<file path="config.mk">
export PLATFORM = sky130hd
export DESIGN_NAME = rf_frame_serializer
export DESIGN_NICKNAME = d
export VERILOG_FILES = /design/src/rtl/rf_frame_serializer.sv
export SDC_FILE = /design/constraint.sdc
export NUM_CORES = 1
export LEC_CHECK = 0
export BUFFER_PORTS_ARGS = -buffer_cell sky130_fd_sc_hd__buf_4
export CAP_MARGIN = 15
export CORE_ASPECT_RATIO = 0.6
export CORE_MARGIN = 10
export CORE_UTILIZATION = 50
export CTS_BUF_LIST = sky130_fd_sc_hd__clkbuf_8 sky130_fd_sc_hd__clkbuf_16
export CTS_CLUSTER_DIAMETER = 120
export DETAILED_ROUTE_END_ITERATION = 16
export PLACE_DENSITY_LB_ADDON = 0.12
export SLEW_MARGIN = 20
export SYNTH_ARGS = -nofsm -noshare
export SYNTH_HDL_FRONTEND = slang
export SYNTH_SLANG_ARGS = --single-unit
export TNS_END_PERCENT = 50
</file>
<file path="constraint.sdc">
create_clock -name clk2x -period 3.45 [get_ports clk2x]
set_clock_uncertainty 0.2 [all_clocks]
set_input_delay 0.8625 -clock clk2x [delete_from_list [all_inputs] [get_ports clk2x]]
set_output_delay 0.8625 -clock clk2x [all_outputs]
set_load 0.05 [all_outputs]
</file>
<file path="src/rtl/rf_frame_serializer.sv">
// rtl/rf_frame_serializer.sv - frame builder and NRZ bit serializer ahead of the Manchester encoder
module rf_frame_serializer #(
    parameter int unsigned PREAMBLE_BYTES = 4,
    parameter logic [15:0] SYNC_WORD      = 16'h2DD4,
    parameter bit          USE_CRC        = 1'b1
) (
    input  logic       clk2x,
    input  logic       rst_n,
    input  logic       start,
    input  logic [7:0] len,
    input  logic [7:0] byte_data,
    input  logic       byte_valid,
    output logic       byte_ready,
    output logic       bit_out,
    output logic       bit_en,
    output logic       busy,
    output logic       done,
    output logic       err
);

    typedef enum logic [2:0] {
        S_IDLE,
        S_PRE,
        S_SYNC,
        S_LEN,
        S_PAY,
        S_CRC
    } state_t;

    localparam logic [7:0] PRE_BYTE = 8'hAA;
    localparam logic [7:0] PRE_LAST = 8'(PREAMBLE_BYTES - 1);

    state_t     state_q, state_d;
    logic [2:0] bit_idx_q, bit_idx_d;
    logic [7:0] byte_cnt_q, byte_cnt_d;
    logic [7:0] len_q, len_d;
    logic [7:0] crc_q, crc_d;
    logic [7:0] shift_q, shift_d;
    logic [7:0] buf_q, buf_d;
    logic       buf_full_q, buf_full_d;
    logic [7:0] fetched_q, fetched_d;
    logic       bit_out_q, bit_out_d;
    logic       bit_en_q, bit_en_d;
    logic       busy_q, busy_d;
    logic       done_q, done_d;
    logic       err_q, err_d;
    logic       byte_ready_q, byte_ready_d;

    logic [7:0] cur_byte;
    logic [7:0] crc_next;

    // One serial CRC-8 step (poly 0x07, MSB-first).
    function automatic logic [7:0] crc_step(input logic [7:0] c, input logic b);
        logic fb;
        fb = c[7] ^ b;
        return {c[6:0], 1'b0} ^ (fb ? 8'h07 : 8'h00);
    endfunction

    // Byte currently on the wire and CRC including the bit on bit_out now.
    always_comb begin
        cur_byte = 8'h00;
        crc_next = crc_q;
        case (state_q)
            S_PRE:   cur_byte = PRE_BYTE;
            S_SYNC:  cur_byte = byte_cnt_q[0] ? SYNC_WORD[7:0] : SYNC_WORD[15:8];
            S_LEN:   cur_byte = len_q;
            S_PAY:   cur_byte = shift_q;
            S_CRC:   cur_byte = crc_q;
            default: cur_byte = 8'h00;
        endcase
        if (state_q == S_LEN || state_q == S_PAY) begin
            crc_next = crc_step(crc_q, bit_out_q);
        end
    end

    // Next-state, bit sequencing, holding buffer and registered output values.
    always_comb begin
        logic       pay_start;
        logic       tail;
        state_d      = state_q;
        bit_idx_d    = bit_idx_q;
        byte_cnt_d   = byte_cnt_q;
        len_d        = len_q;
        crc_d        = crc_q;
        shift_d      = shift_q;
        buf_d        = buf_q;
        buf_full_d   = buf_full_q;
        fetched_d    = fetched_q;
        bit_out_d    = 1'b0;
        bit_en_d     = 1'b0;
        busy_d       = busy_q;
        done_d       = 1'b0;
        err_d        = 1'b0;
        pay_start    = 1'b0;
        tail         = 1'b0;

        if (byte_valid && byte_ready_q) begin
            buf_d      = byte_data;
            buf_full_d = 1'b1;
            fetched_d  = fetched_q + 8'd1;
        end

        if (state_q == S_IDLE) begin
            if (start) begin
                state_d    = S_PRE;
                len_d      = len;
                crc_d      = 8'h00;
                bit_idx_d  = 3'd7;
                byte_cnt_d = 8'd0;
                buf_full_d = 1'b0;
                fetched_d  = 8'd0;
                busy_d     = 1'b1;
                bit_en_d   = 1'b1;
                bit_out_d  = PRE_BYTE[7];
            end
        end else begin
            crc_d = crc_next;
            if (bit_idx_q != 3'd0) begin
                bit_idx_d = bit_idx_q - 3'd1;
                bit_en_d  = 1'b1;
                bit_out_d = cur_byte[bit_idx_q - 3'd1];
            end else begin
                bit_idx_d = 3'd7;
                case (state_q)
                    S_PRE: begin
                        bit_en_d = 1'b1;
                        if (byte_cnt_q == PRE_LAST) begin
                            state_d    = S_SYNC;
                            byte_cnt_d = 8'd0;
                            bit_out_d  = SYNC_WORD[15];
                        end else begin
                            byte_cnt_d = byte_cnt_q + 8'd1;
                            bit_out_d  = PRE_BYTE[7];
                        end
                    end
                    S_SYNC: begin
                        bit_en_d = 1'b1;
                        if (byte_cnt_q[0] == 1'b0) begin
                            byte_cnt_d = 8'd1;
                            bit_out_d  = SYNC_WORD[7];
                        end else begin
                            state_d    = S_LEN;
                            byte_cnt_d = 8'd0;
                            bit_out_d  = len_q[7];
                        end
                    end
                    S_LEN: begin
                        byte_cnt_d = 8'd0;
                        if (len_q == 8'd0) tail = 1'b1;
                        else               pay_start = 1'b1;
                    end
                    S_PAY: begin
                        if (byte_cnt_q == len_q - 8'd1) begin
                            tail = 1'b1;
                        end else begin
                            byte_cnt_d = byte_cnt_q + 8'd1;
                            pay_start  = 1'b1;
                        end
                    end
                    default: begin
                        state_d = S_IDLE;
                        busy_d  = 1'b0;
                        done_d  = 1'b1;
                    end
                endcase

                // A payload byte must come out of the holding buffer now or the frame aborts.
                if (pay_start) begin
                    if (buf_full_q) begin
                        state_d    = S_PAY;
                        shift_d    = buf_q;
                        buf_full_d = 1'b0;
                        bit_en_d   = 1'b1;
                        bit_out_d  = buf_q[7];
                    end else begin
                        state_d = S_IDLE;
                        busy_d  = 1'b0;
                        err_d   = 1'b1;
                    end
                end

                // After LEN/payload: either the CRC byte or the end of the frame.
                if (tail) begin
                    if (USE_CRC) begin
                        state_d   = S_CRC;
                        bit_en_d  = 1'b1;
                        bit_out_d = crc_next[7];
                    end else begin
                        state_d = S_IDLE;
                        busy_d  = 1'b0;
                        done_d  = 1'b1;
                    end
                end
            end
        end

        byte_ready_d = busy_d & ~buf_full_d & (fetched_d < len_d);
    end

    // State and output registers, cleared asynchronously.
    always_ff @(posedge clk2x or negedge rst_n) begin
        if (!rst_n) begin
            state_q      <= S_IDLE;
            bit_idx_q    <= 3'd0;
            byte_cnt_q   <= 8'd0;
            len_q        <= 8'd0;
            crc_q        <= 8'd0;
            shift_q      <= 8'd0;
            buf_q        <= 8'd0;
            buf_full_q   <= 1'b0;
            fetched_q    <= 8'd0;
            bit_out_q    <= 1'b0;
            bit_en_q     <= 1'b0;
            busy_q       <= 1'b0;
            done_q       <= 1'b0;
            err_q        <= 1'b0;
            byte_ready_q <= 1'b0;
        end else begin
            state_q      <= state_d;
            bit_idx_q    <= bit_idx_d;
            byte_cnt_q   <= byte_cnt_d;
            len_q        <= len_d;
            crc_q        <= crc_d;
            shift_q      <= shift_d;
            buf_q        <= buf_d;
            buf_full_q   <= buf_full_d;
            fetched_q    <= fetched_d;
            bit_out_q    <= bit_out_d;
            bit_en_q     <= bit_en_d;
            busy_q       <= busy_d;
            done_q       <= done_d;
            err_q        <= err_d;
            byte_ready_q <= byte_ready_d;
        end
    end

    assign byte_ready = byte_ready_q;
    assign bit_out    = bit_out_q;
    assign bit_en     = bit_en_q;
    assign busy       = busy_q;
    assign done       = done_q;
    assign err        = err_q;

endmodule
</file>
# ---- Word-level counts from Yosys, hierarchy flattened
# Index checks and enable logic that the tools add are counted.
dict set report classes {
  n_addsub 4
  magnitude_cmp 2
  n_eq_ne 13
  muxes 75
  bitwise_logic 7
  reduce_logical 14
}
# op count
set ops {}
lappend ops {{two-way mux 8 bit} 13}
lappend ops {{two-way mux 1 bit} 43}
lappend ops {{one-hot mux 8 bit (5 select lines)} 1}
lappend ops {{two-way mux 3 bit} 12}
lappend ops {{one-hot mux 8 bit (4 select lines)} 1}
lappend ops {{adder 8 x 1 -> 8 bit, second input constant} 2}
lappend ops {{!= test 5 bit, second input constant} 2}
lappend ops {{one-hot mux 3 bit (3 select lines)} 1}
lappend ops {{== test 8 x 2 -> 1 bit, second input constant} 1}
lappend ops {{== test 8 bit} 1}
lappend ops {{zero test 8 bit} 1}
lappend ops {{less-than comparator 8 bit} 1}
lappend ops {{AND reduction 4 bit} 2}
lappend ops {{subtractor 8 x 1 -> 8 bit, second input constant} 1}
lappend ops {{bitwise XOR 8 x 3 -> 8 bit} 1}
lappend ops {{== test 3 x 2 -> 1 bit, second input constant} 2}
lappend ops {{== test 3 bit, second input constant} 2}
lappend ops {{one-hot mux 1 bit (2 select lines)} 3}
lappend ops {{AND reduction 5 bit} 1}
lappend ops {{nonzero test 5 bit} 1}
lappend ops {{less-than comparator 3 x 4 -> 1 bit, second input constant} 1}
lappend ops {{!= test 2 bit, second input constant} 2}
lappend ops {{!= test 4 x 1 -> 1 bit, second input constant} 1}
lappend ops {{OR reduction 2 bit} 2}
lappend ops {{other kinds (14)} 17}
dict set report word_totals {
  reg_bits 61
  in_bits 20
  output_inout_bits 6
  word_cells 131
}

# ---- Logic depth before layout (Yosys ltp)
# Gate-level depths: netlist (run 1).
dict set report depth {
  depth_word 12
  ltp_mapped 12
  ltp_nobuf 10
}

# ---- Worst setup path before layout (run 1)
# Ideal clock, no wire load.
dict set report synth_path {
  path_type {input to register}
  startpoint {input byte_valid}
  endpoint {register byte_ready_q, in the netlist byte_ready}
  setup_ns 0.066
  t_arrival_ns 2.975
  required_time_ns 3.184
  setup_slack_ns 0.208
  stages 11
  n_path_buf 2
  path_cell_list {and2_1 -> clkbuf_1 -> clkbuf_1 -> nand2_1 -> xor2_1 -> nor2_1 -> ha_1 -> a2111oi_0 -> a21oi_1 -> a211oi_1 -> o311a_1}
}
dict set report synth_between {
  elab_cells_between_ends 14
  classes_between {1 x order compare; 9 x mux; 3 x bitwise; 1 x reduce/logical}
}
# item line
set synth_rtl {}
lappend synth_rtl {{start: declaration} 12} ;# input logic byte_valid,
lappend synth_rtl {{logical AND 1 bit *} 97} ;# if (byte_valid && byte_ready_q) begin
lappend synth_rtl {{two-way mux 8 bit *} 97}
lappend synth_rtl {{two-way mux 8 bit} 104} ;# if (start) begin
lappend synth_rtl {{two-way mux 8 bit *} 103} ;# if (state_q == S_IDLE) begin
lappend synth_rtl {{named net fetched_d[2]} 41} ;# logic [7:0] fetched_q, fetched_d;
lappend synth_rtl {{less-than comparator 8 bit *} 197} ;# byte_ready_d = busy_d & ~buf_full_d & (fetched_d < len_d);
lappend synth_rtl {{bitwise AND 1 bit *} 197}
lappend synth_rtl {{named net byte_ready_d} 47} ;# logic byte_ready_q, byte_ready_d;
lappend synth_rtl {{end signal: assignment} 233} ;# byte_ready_q <= byte_ready_d;
lappend synth_rtl {{end: declaration} 47}
# Mark *: on every way through the listed nets, which the timed path passes. The rest lies on a longest branch.
# A chain may end at the register's enable or synchronous reset.

# ---- Final worst setup path (run 1)
dict set report layout_path {
  startpoint {register state_q[0]}
  endpoint {register byte_ready_q, in the netlist byte_ready}
}
dict set report layout_between {
  elab_chain_len 10
  elab_cells_between_ends 23
  classes_between {1 x order compare; 4 x eq/ne; 13 x mux; 3 x bitwise; 2 x reduce/logical}
}
# item line
set layout_lines {}
lappend layout_lines {{start: declaration} 33} ;# state_t state_q, state_d;
lappend layout_lines {{start signal: assignment} 219} ;# state_q <= state_d;
lappend layout_lines {{== test 3 bit or == test 3 x 2 -> 1 bit (tied branches)} 124} ;# case (state_q)
lappend layout_lines {{one-hot mux 1 bit (2 select lines)} 124}
lappend layout_lines {{two-way mux 1 bit} 118} ;# if (bit_idx_q != 3'd0) begin
lappend layout_lines {{two-way mux 1 bit} 103}
lappend layout_lines {{two-way mux 1 bit} 168} ;# if (pay_start) begin
lappend layout_lines {{two-way mux 1 bit} 118}
lappend layout_lines {{two-way mux 1 bit} 103}
lappend layout_lines {{inverter 1 bit} 197}
lappend layout_lines {{bitwise AND 1 bit} 197}
lappend layout_lines {{bitwise AND 1 bit *} 197}
lappend layout_lines {{named net byte_ready_d} 47}
# Mark *: on every way through the listed nets, which the timed path passes. The rest lies on a longest branch. The select of a mux whose other input is x is not followed.

==> impl_metrics.env, run 1 <==
export IMPL_clkPwrFrac_pct=23.4
export IMPL_p_int_w=0.00238
export IMPL_p_leak_nw=1.96
export IMPL_worstRegToRegCells=9
export IMPL_synth_async_sr_flop_share_pct=100
export IMPL_grt_max_degree=62
export IMPL_grt_usage_pct=17.3
export IMPL_critPathCaptureType="register"
export IMPL_wl_per_cell_um=18.0
export IMPL_final_nets=455
export IMPL_crit_buf_inv=0
export IMPL_routed_via_density=5.97
export IMPL_status="finished clean"
export IMPL_synth_avg_cell_area_um2=9.17
export IMPL_holdWs_ns=0.298
export IMPL_p_switching_w=0.00175
export IMPL_drive_gt1_share_pct=16.9
export IMPL_crit_family="compound AO/OA/AOI/OAI gates"
export IMPL_vias=3089
export IMPL_first_pass_iters=5
export IMPL_min_delay_start="crc_q[2]$_DFFE_PN0P_"
export IMPL_syn_inst=400
export IMPL_min_period_over_period_pct=90.4
export IMPL_yosysUniqueCellTypes=58
export IMPL_clockBufferDepth=2
export IMPL_die_area_um2=11300
export IMPL_cap_violations=0
export IMPL_sequentialPowerShare_pct=31.4
export IMPL_whs_endpoint="crc_q[3]$_DFFE_PN0P_"
export IMPL_setup_violations=0
export IMPL_io_buffers=25
export IMPL_drt_initial_drc_count=319
export IMPL_gp_congestion=0.921
export IMPL_finalSetupTns_ns=0
export IMPL_dieHeight_um=86.3
export IMPL_crit_path_start_kind="register"
export IMPL_place_hpwl_um=6760
export IMPL_r2r_setup_slack_ns=0.33
export IMPL_required_ns=3.52
export IMPL_grt_overflow=0
export IMPL_synth_seq_area_share_pct=41.6
export IMPL_min_period_ns=3.12
export IMPL_worstSetupPathType="reg2reg"
export IMPL_r2r_start="state_q[0]$_DFFE_PN0P_"
export IMPL_fin_util_pct=58.9
export IMPL_final_common_cell="dfrtp_1"
export IMPL_finalHoldViolCount=0
export IMPL_routed_wl_um=9310
export IMPL_rows=24
export IMPL_antenna_cells=0
export IMPL_hp_class="reg2reg"
export IMPL_synth_area_um2=3670
export IMPL_htreeDepth=3
export IMPL_crit_top_cell="a21oi_1"
export IMPL_worstHoldPathCells=2
export IMPL_arrival_ns=3.19
export IMPL_antenna_found_initial=0
export IMPL_power_density_nw_per_um2=972
export IMPL_yosysWarnings=0
export IMPL_cpPeakStageDelay_ns=0.53
export IMPL_synth_edf_count=0
export IMPL_vdd_drop_max_mv=0.592
export IMPL_ctsHoldBuffers=0
export IMPL_crit_fanout=13
export IMPL_slew_headroom_pct=46.7
export IMPL_cts_buffers=9
export IMPL_drc=0
export IMPL_slew_violations=0
export IMPL_antenna_left=0
export IMPL_core_region_area_um2=7210
export IMPL_clkLatencyLatePin_ns=0.34
export IMPL_final_cell_mix="61 x dfrtp_1, 43 x nand2_1, 33 x buf_4"
export IMPL_p_comb_share_pct=45.2
export IMPL_initial_core_util_pct=50.9
export IMPL_tritoncts="built"
export IMPL_post_cts_resized=0
export IMPL_clock_sinks=61
export IMPL_path_depth=9
export IMPL_grt_pass1_vias=2900
export IMPL_syn2layout_area_growth_pct=15.8
export IMPL_cts_setup_buffers=0
export IMPL_r2r_end="byte_ready$_DFF_PN0_"
export IMPL_total_power_w=0.00413
export IMPL_fmax_ghz=0.321
export IMPL_die_w_um=131
export IMPL_rsz0062_at_grt="no"
export IMPL_swShare_pct=42.4
export IMPL_synth_flop_cell="dfrtp_1"
export IMPL_num_io_pins=26
export IMPL_syn_num_nets=433
export IMPL_cp_slowest_cell="or3_1"
export IMPL_ys_seq_elements=61
export IMPL_cts_root_buf="clkbuf_16"
export IMPL_path_clk_slew_ns=0.05
export IMPL_worst_pin_slew_ns=0.800
export IMPL_grt_pass1_wl_um=15300
export IMPL_crit_chain="or3_1 -> nor2_4 -> nor2_1 -> a21oi_1 -> ha_1 -> a2111oi_0 -> a21oi_1 -> a211oi_1 -> o311a_1"
-- sequential cells by signal (all words and copies together) (netlist names) --
register	count
byte_ready	1
bit_idx_q	3
bit_out	1
buf_full_q	1
done	1
crc_q	8
len_q	8
fetched_q	8
buf_q	8
err	1
bit_en	1
state_q	3
shift_q	8
busy	1
byte_cnt_q	8
-- cells in the mapped netlist (3+ instances only) --
cell type,count,share of area (%)
nor2b_1,3,0.51
nand2b_1,14,2.4
ha_1,13,4.4
clkbuf_1,13,1.3
nor2_1,30,3.1
xor2_1,8,1.9
nand3_1,15,2.0
nand4_1,9,1.5
xnor2_1,11,2.6
mux2_2,18,5.5
nor3_1,13,1.8
mux2i_1,10,2.7
and2_1,4,0.68
a31oi_1,7,1.2
o211ai_1,3,0.61
buf_1,3,0.31
a221oi_1,5,1.2
or3_1,3,0.51
o21ai_0,19,2.6
buf_2,4,0.55
dfrtp_1,61,42
a21oi_1,32,4.4
inv_1,17,1.7
o21a_1,4,0.82
nand2_1,43,4.4
-- area by class of cell --
cell class / count / area [um2]
flip-flops and latches: 61 / 1530
repair buffers: 33 / 248
clock inverters: 5 / 76.3
well taps: 91 / 114
clock buffers: 10 / 239
fillers: 640 / 2960
inverters: 18 / 67.6
multi-input cells: 299 / 1980
-- kinds of logic after synthesis --
kind of cell | after synthesis | synth area share (%)
xor+xnor | 19 | 4.54
simple gates | 145 | 19.8
buf+inv | 40 | 4.47
fa+ha+maj | 13 | 4.44
mux | 28 | 8.26
compound gates | 94 | 16.9
flops | 61 | 41.6
-- worst max path at each step --
stage	from	to	slack, ns
after floorplan	byte_valid	byte_ready$_DFF_PN0_	0.21
after global placement	start	byte_ready$_DFF_PN0_	0.28
after detailed placement	start	byte_ready$_DFF_PN0_	0.15
after CTS	state_q[0]$_DFFE_PN0P_	byte_ready$_DFF_PN0_	0.30
after global routing	state_q[0]$_DFFE_PN0P_	byte_ready$_DFF_PN0_	0.07
final	state_q[0]$_DFFE_PN0P_	byte_ready$_DFF_PN0_	0.33
-- metal layers --
layer / vias to the layer above / part of all wire, % / global-route usage, %
li1: 1476 / - / -
met1: 1498 / 49 / 24.8
met2: 98 / 42 / 23.1
met3: 17 / 7.7 / 6.40
met4: 0 / 1.9 / 5.73
met5: - / 0 / 0
-- tightest hold or removal path: stages, from the launching register on --
cell,delay [ns]
dfrtp_1,0.36
nand2_1,0.06
nand2_1,0.05
-- through the flow --
step | worst slack (ns) | area (um2) | std cells
floorplan | 0.208 | 3670 | 400
finish | 0.331 | 4250 | 517
detailed placement | 0.152 | 3930 | 502
CTS | 0.301 | 4250 | 517
global route | 0.0730 | 4250 | 517
global placement | 0.281 | 3930 | 502
-- power groups by stage --
stage	Clock [W]	Combinational, W	Sequential [W]
2_1_floorplan	0	0.00140	0.00121
3_3_place_gp	0	0.00181	0.00129
3_5_place_dp	0	0.00183	0.00129
4_1_cts	0.000976	0.00184	0.00128
5_1_grt	0.00101	0.00208	0.00133
6_report	0.000967	0.00186	0.00130
Note: power is estimated with default switching activity, not from simulation.
==> run 2: changes to the inputs <==
--- a/config.mk
+++ b/config.mk
@@ -5,6 +5,7 @@
 export SDC_FILE = /design/constraint.sdc
 export NUM_CORES = 1
 export LEC_CHECK = 0
+export ABC_AREA = 1
 export BUFFER_PORTS_ARGS = -buffer_cell sky130_fd_sc_hd__buf_4
 export CAP_MARGIN = 15
 export CORE_ASPECT_RATIO = 0.6
@@ -14,6 +15,7 @@
 export CTS_CLUSTER_DIAMETER = 120
 export DETAILED_ROUTE_END_ITERATION = 16
 export PLACE_DENSITY_LB_ADDON = 0.12
+export RECOVER_POWER = 100
 export SLEW_MARGIN = 20
 export SYNTH_ARGS = -nofsm -noshare
 export SYNTH_HDL_FRONTEND = slang
==> run 2 against run 1 <==
Synthesized area down 0.99%. Sequential power is 3% lower. Global-route usage increased by 0.17 points. Register-to-register slack gained 0.16 ns. Critical path depth up 2. Critical path type unchanged. Largest cell class unchanged.
==> impl_metrics.env, run 2 <==
export IMPL_wl_met3_um=712
export IMPL_cp_slowest_cell="dfrtp_1"
export IMPL_post_cts_resized=0
export IMPL_place_hpwl_um=6920
export IMPL_grt_pass1_wl_um=15200
export IMPL_routed_top_layer="met4"
export IMPL_antenna_cells=0
export IMPL_power_density_nw_per_um2=945
export IMPL_synth_area_um2=3630
export IMPL_critPathCaptureType="register"
export IMPL_synth_compound_gate_area_share_pct=13.2
export IMPL_grt_overflow=0
export IMPL_synth_avg_cell_area_um2=7.50
export IMPL_syn_num_nets=517
export IMPL_drc=0
export IMPL_synth_xor_area_share_pct=2.89
export IMPL_min_period_ns=2.96
export IMPL_p_leak_nw=2.09
export IMPL_drive_gt1_share_pct=10.3
export IMPL_final_common_cell="nand2_1"
export IMPL_grt_usage_pct=17.5
export IMPL_required_ns=3.51
export IMPL_yosys_area_share_simple_pct=27.7
export IMPL_path_depth=11
export IMPL_vdd_drop_max_mv=0.351
export IMPL_synth_common_cells="131 x nand2_1, 81 x inv_1, 61 x dfrtp_1"
export IMPL_final_cell_mix="136 x nand2_1, 84 x inv_1, 61 x dfrtp_1"
export IMPL_drt_initial_drc_count=331
export IMPL_synth_seq_area_share_pct=42.0
export IMPL_worstSetupPathType="reg2reg"
export IMPL_cpPeakStageDelay_ns=0.46
export IMPL_finalHoldViolCount=0
export IMPL_min_period_over_period_pct=85.8
export IMPL_final_nets=550
export IMPL_dpl_cell_area_um2=3920
export IMPL_crit_fanout=24
export IMPL_slew_headroom_pct=2.04
export IMPL_dieHeight_um=86.0
export IMPL_synth_top_family_by_area="simple AND/OR/NAND/NOR gates"
export IMPL_crit_buf_inv=1
export IMPL_wl_per_cell_um=14.9
export IMPL_finalNonFillerCells=609
export IMPL_ys_seq_elements=61
export IMPL_syn_inst=484
export IMPL_htreeDepth=3
export IMPL_routed_wl_met2_um=3720
export IMPL_clkLatencyLatePin_ns=0.34
export IMPL_crit_top_cell="nand2_1"
export IMPL_yosysMostFrequentCell="nand2_1"
export IMPL_multi_input_area_um2=1700
export IMPL_wl_met1_um=4570
export IMPL_synthMuxAreaShare_pct=0
export IMPL_grt_max_degree=62
export IMPL_setup_violations=0
export IMPL_arrival_ns=3.02
export IMPL_synth_fa_ha_area_share_pct=4.48
export IMPL_cts_setup_buffers=0
export IMPL_cts_root_buf="clkbuf_16"
export IMPL_crit_chain="nor2_4 -> nand2_1 -> nor2_4 -> inv_1 -> o21ai_0 -> ha_1 -> nand2_1 -> nor2_1 -> a211oi_1 -> nand2_1 -> nor2_1"
export IMPL_io_buffers=25
export IMPL_routed_via_density=5.36
export IMPL_fillCellCount=657
export IMPL_synth_area_leader_cell="dfrtp_1"
export IMPL_core_region_area_um2=6850
export IMPL_clockBufferDepth=2
export IMPL_p_int_w=0.00214
export IMPL_path_clk_slew_ns=0.06
export IMPL_crit_path_start_kind="register"
export IMPL_num_io_pins=26
export IMPL_synth_top_area_share_pct=42.0
export IMPL_cts_buffers=9
export IMPL_placed_cells=593
export IMPL_synth_edf_count=0
export IMPL_routed_wl_um=9090
export IMPL_p_comb_share_pct=44.6
export IMPL_finalSetupTns_ns=0
export IMPL_synth_async_sr_flop_share_pct=100
export IMPL_dp_slack_ns=0.293
export IMPL_design_area_um2=4140
export IMPL_antenna_left=0
export IMPL_fmax_ghz=0.338
export IMPL_first_pass_iters=5
export IMPL_clock_sinks=61
export IMPL_ys_top_cells_by_area="dfrtp_1 42%, nand2_1 14%, inv_1 8.4%"
export IMPL_sequentialPowerShare_pct=32.2
export IMPL_initial_core_util_pct=53.0
export IMPL_die_w_um=130
export IMPL_syn2layout_area_growth_pct=13.9
export IMPL_yosysUniqueCellTypes=34
export IMPL_grt_pass1_vias=3090
export IMPL_cap_violations=0
export IMPL_status="finished clean"
export IMPL_tritoncts="built"
export IMPL_worstHoldPathCells=2
export IMPL_ff_latch_area_um2=1530
export IMPL_p_switching_w=0.00177
export IMPL_swShare_pct=45.2
export IMPL_finalWorstSetupSlack_ns=0.489
export IMPL_hp_class="reg2reg"
export IMPL_rows=23
export IMPL_clkPwrFrac_pct=23.2
export IMPL_vias=3267
export IMPL_worst_pin_slew_ns=1.47
export IMPL_worstRegToRegCells=11
export IMPL_synth_flop_cell="dfrtp_1"
export IMPL_slew_violations=0
export IMPL_yosysWarnings=0
export IMPL_rsz0062_at_grt="no"
export IMPL_die_area_um2=11200
export IMPL_gp_congestion=0.945
export IMPL_ctsHoldBuffers=0
export IMPL_antenna_found_initial=0
export IMPL_crit_family="simple AND/OR/NAND/NOR gates"
-- run 2: cell types whose count changed after synthesis, sizes merged, moves of 7 or more --
cell,change
a21oi,-15
a31oi,-7
buf,-7
clkbuf,-10
inv,+68
mux2,-18
mux2i,-10
nand2,+96
nand2b,-14
nand3,+9
nor2,+14
o21ai,+16
o22ai,+14
xnor2,-7
-- run 2: cell type report --
type | instances | area share (%)
clock buffer | 10 | 5.78
clock inverter | 6 | 1.54
inverter | 86 | 7.86
multi-input combinational | 332 | 41.0
sequential | 61 | 36.9
tap | 87 | 2.63
timing repair buffer | 27 | 4.30
-- run 2: kinds of logic after synthesis --
logic type,count (synthesis)
fa+ha+maj,13
compound gates,80
flops,61
buf+inv,91
simple gates,227
xor+xnor,12
-- run 2: power groups by stage --
stage	Clock, W	Combinational (W)	Sequential, W
6_report	0.000906	0.00174	0.00126
2_1_floorplan	0	0.00128	0.00126
3_5_place_dp	0	0.00177	0.00127
5_1_grt	0.000966	0.00199	0.00130
3_3_place_gp	0	0.00176	0.00126
4_1_cts	0.000923	0.00179	0.00126
-- run 2: tightest hold or removal path: cells and delay by family, from the launching register on --
family / cells / cell delay [ns]
and+or+nand+nor: 2 / 0.11
DFF: 1 / 0.34
-- run 2: routing by layer --
| metal | track usage [%] | vias up |
|---|---|---|
| met1 | 24.7 | 1532 |
| met2 | 24.8 | 111 |
| met4 | 5.79 | 0 |
| li1 | - | 1617 |
| met5 | 0 | - |
| met3 | 4.98 | 7 |
-- run 2: per-stage QoR --
stage	power (W)	utilization, %	hold slack [ns]
2_1_floorplan	0.00255	-	0.242
3_3_place_gp	0.00302	57.2	0.265
3_5_place_dp	0.00304	57.2	0.265
4_1_cts	0.00397	61.6	0.277
5_1_grt	0.00425	60.4	0.304
6_report	0.00391	60.4	0.271
-- run 2: final timing paths --
kind	start	end	slack (ns)
max in group asynchronous	rst_n	bit_idx_q[0]$_DFFE_PN0N_	1.49
max reg2reg	state_q[0]$_DFFE_PN0P_	byte_ready$_DFF_PN0_	0.49
min in group asynchronous	rst_n	byte_ready$_DFF_PN0_	0.68
min reg2reg	buf_q[2]$_DFFE_PN0P_	shift_q[2]$_DFFE_PN0P_	0.27
min	buf_q[2]$_DFFE_PN0P_	shift_q[2]$_DFFE_PN0P_	0.27
max	state_q[0]$_DFFE_PN0P_	byte_ready$_DFF_PN0_	0.49
==> run 3: changes to the inputs <==
--- a/config.mk
+++ b/config.mk
@@ -5,7 +5,6 @@
 export SDC_FILE = /design/constraint.sdc
 export NUM_CORES = 1
 export LEC_CHECK = 0
-export ABC_AREA = 1
 export BUFFER_PORTS_ARGS = -buffer_cell sky130_fd_sc_hd__buf_4
 export CAP_MARGIN = 15
 export CORE_ASPECT_RATIO = 0.6
==> constraint.sdc (replaced) <==
create_clock -name clk2x -period 3.5 [get_ports clk2x]
set_clock_uncertainty 0.2 [all_clocks]
set_input_delay 0.875 -clock clk2x [delete_from_list [all_inputs] [get_ports clk2x]]
set_output_delay 0.875 -clock clk2x [all_outputs]
set_load 0.05 [all_outputs]
==> run 3 against run 2 <==
The flow now finishes with violations (capacitance limit, slew limit). Cell count fell by 15%. Combinational power rose by 4%. Utilization decreased by 1.8 points. Setup slack got worse by 0.27 ns. Critical path depth decreased by 2. First-iteration DRC count rose by 29%. Non-clock buffer count up 6. Register-to-register slack lost 0.27 ns. Highest routed layer unchanged.
==> impl_metrics.env, run 3 (same netlist as run 1, synthesis figures left out) <==
export IMPL_status="complete, but fails checks"
export IMPL_violations="capacitance limit, slew limit"
export IMPL_grt_usage_pct=17.6
export IMPL_drt_initial_drc_count=427
export IMPL_dp_slack_ns=0.173
export IMPL_routed_wl_um=9510
export IMPL_place_hpwl_um=6930
export IMPL_grt_pass1_wl_um=15600
export IMPL_gp_congestion=0.957
export IMPL_first_pass_iters=5
export IMPL_routed_via_density=5.91
export IMPL_slew_violations=62
export IMPL_min_period_ns=3.28
export IMPL_vdd_drop_max_mv=0.424
export IMPL_holdWs_ns=0.298
export IMPL_cpPeakStageDelay_ns=0.58
export IMPL_antenna_left=0
export IMPL_final_nets=455
export IMPL_crit_fanout=10
export IMPL_cts_buffers=9
export IMPL_wl_per_cell_um=18.4
export IMPL_p_leak_nw=1.94
export IMPL_worstRegToRegCells=9
export IMPL_r2r_setup_slack_ns=0.22
export IMPL_path_clk_slew_ns=0.05
export IMPL_placed_cells=502
export IMPL_clockBufferDepth=2
export IMPL_crit_chain="inv_1 -> ha_1 -> xnor2_1 -> and4b_1 -> a41oi_1 -> nand2_1 -> and2_0 -> o22ai_2 -> mux2_2"
export IMPL_grt_overflow=0
export IMPL_critPathLaunch="len_q[0]$_DFF_PN0_"
export IMPL_htreeDepth=3
export IMPL_clkLatencyLatePin_ns=0.34
export IMPL_syn2layout_area_growth_pct=15.1
export IMPL_die_w_um=131
export IMPL_r2r_start="len_q[0]$_DFF_PN0_"
export IMPL_slew_headroom_pct=-2.25
export IMPL_cts_setup_buffers=0
export IMPL_core_region_area_um2=7210
export IMPL_final_common_cell="dfrtp_1"
export IMPL_finalSetupTns_ns=0
export IMPL_finalWorstSetupSlack_ns=0.216
export IMPL_path_depth=9
export IMPL_finalHoldViolCount=0
export IMPL_worst_pin_slew_ns=1.53
export IMPL_final_cell_mix="61 x dfrtp_1, 43 x nand2_1, 32 x a21oi_1"
export IMPL_io_buffers=25
export IMPL_finalNonFillerCells=518
export IMPL_dieHeight_um=86.3
export IMPL_min_period_over_period_pct=93.8
export IMPL_die_area_um2=11300
export IMPL_clock_sinks=61
export IMPL_num_io_pins=26
export IMPL_cp_slowest_cell="o22ai_2"
export IMPL_rows=24
export IMPL_cap_violations=1
export IMPL_design_area_um2=4220
export IMPL_vias=3062
export IMPL_tritoncts="built"
export IMPL_crit_path_start_kind="register"
export IMPL_drc=0
export IMPL_drive_gt1_share_pct=14.1
export IMPL_endpoint="shift_q[0]$_DFFE_PN0P_"
export IMPL_crit_family="compound AO/OA/AOI/OAI gates"
export IMPL_min_delay_start="buf_q[4]$_DFFE_PN0P_"
export IMPL_critPathCaptureType="register"
export IMPL_antenna_found_initial=0
export IMPL_post_cts_resized=0
export IMPL_initial_core_util_pct=50.9
export IMPL_grt_pass1_vias=2983
export IMPL_arrival_ns=3.29
export IMPL_antenna_cells=0
export IMPL_worstSetupPathType="reg2reg"
export IMPL_power_density_nw_per_um2=974
export IMPL_ctsHoldBuffers=0
export IMPL_rsz0062_at_grt="no"
export IMPL_hp_class="reg2reg"
export IMPL_cts_root_buf="clkbuf_16"
export IMPL_r2r_end="shift_q[0]$_DFFE_PN0P_"
export IMPL_dpl_cell_area_um2=3930
export IMPL_crit_buf_inv=1
export IMPL_setup_violations=0
export IMPL_required_ns=3.51
export IMPL_fmax_ghz=0.305
export IMPL_grt_max_degree=62
[run 3: cell count changes in the layout (fill, tap and decap cells not counted), moves of 7 or more]
cell and change:
nand3_1 -9, o22ai_1 -15, nor2_1 -7, nand2b_1 +14, a21oi_1 +16, a31oi_1 +7
mux2_2 +18, inv_1 -64, o21ai_0 -13, mux2i_1 +10, xnor2_1 +7, nand2_1 -93
[run 3: worst min-delay path by stage]
stage                                   endpoint  slack (ns)  depth (start not counted)
after detailed placement  shift_q[4]$_DFFE_PN0P_        0.29                          1
after global routing        buf_q[3]$_DFFE_PN0P_        0.32                          1
after CTS                   buf_q[4]$_DFFE_PN0P_        0.31                          1
after floorplan             crc_q[5]$_DFFE_PN0P_        0.26                          2
after global placement      crc_q[5]$_DFFE_PN0P_        0.29                          2
final                       buf_q[4]$_DFFE_PN0P_        0.30                          1
[run 3: area by class of cell]
class	instances	area, um2
clock buffer	10	239
tap	91	114
multi-input combinational	299	1960
inverter	18	67.6
timing repair buffer	33	211
clock inverter	6	103
sequential	61	1530
fill	647	2990
[run 3: through the flow]
stage	power, W	util (%)
2_1_floorplan	0.00257	-
3_3_place_gp	0.00306	54.6
3_5_place_dp	0.00309	54.6
4_1_cts	0.00413	59.3
5_1_grt	0.00439	58.6
6_report	0.00411	58.6
[run 3: routing by layer]
| layer | wire [um] | track usage [%] |
|---|---|---|
| met1 | 4740 | 26.1 |
| met2 | 3930 | 23.7 |
| met3 | 732 | 5.67 |
| met4 | 108 | 4.72 |
| met5 | 0 | 0 |
[run 3: worst reg2reg max path, stage by stage, from the launching register on]
cell and delay (ns):
dfrtp_1 0.49, inv_1 0.13, ha_1 0.31, xnor2_1 0.16, and4b_1 0.19, a41oi_1 0.17
nand2_1 0.16, and2_0 0.35, o22ai_2 0.59, mux2_2 0.42
[run 3: where the power goes]
part	leakage (nW)	internal [W]	total [W]	switching [W]
registers	0.784	0.000965	0.00128	0.000312
logic	0.983	0.000712	0.00181	0.00110
clock network	0.175	0.000708	0.00102	0.000317
total	1.94	0.00238	0.00411	0.00173
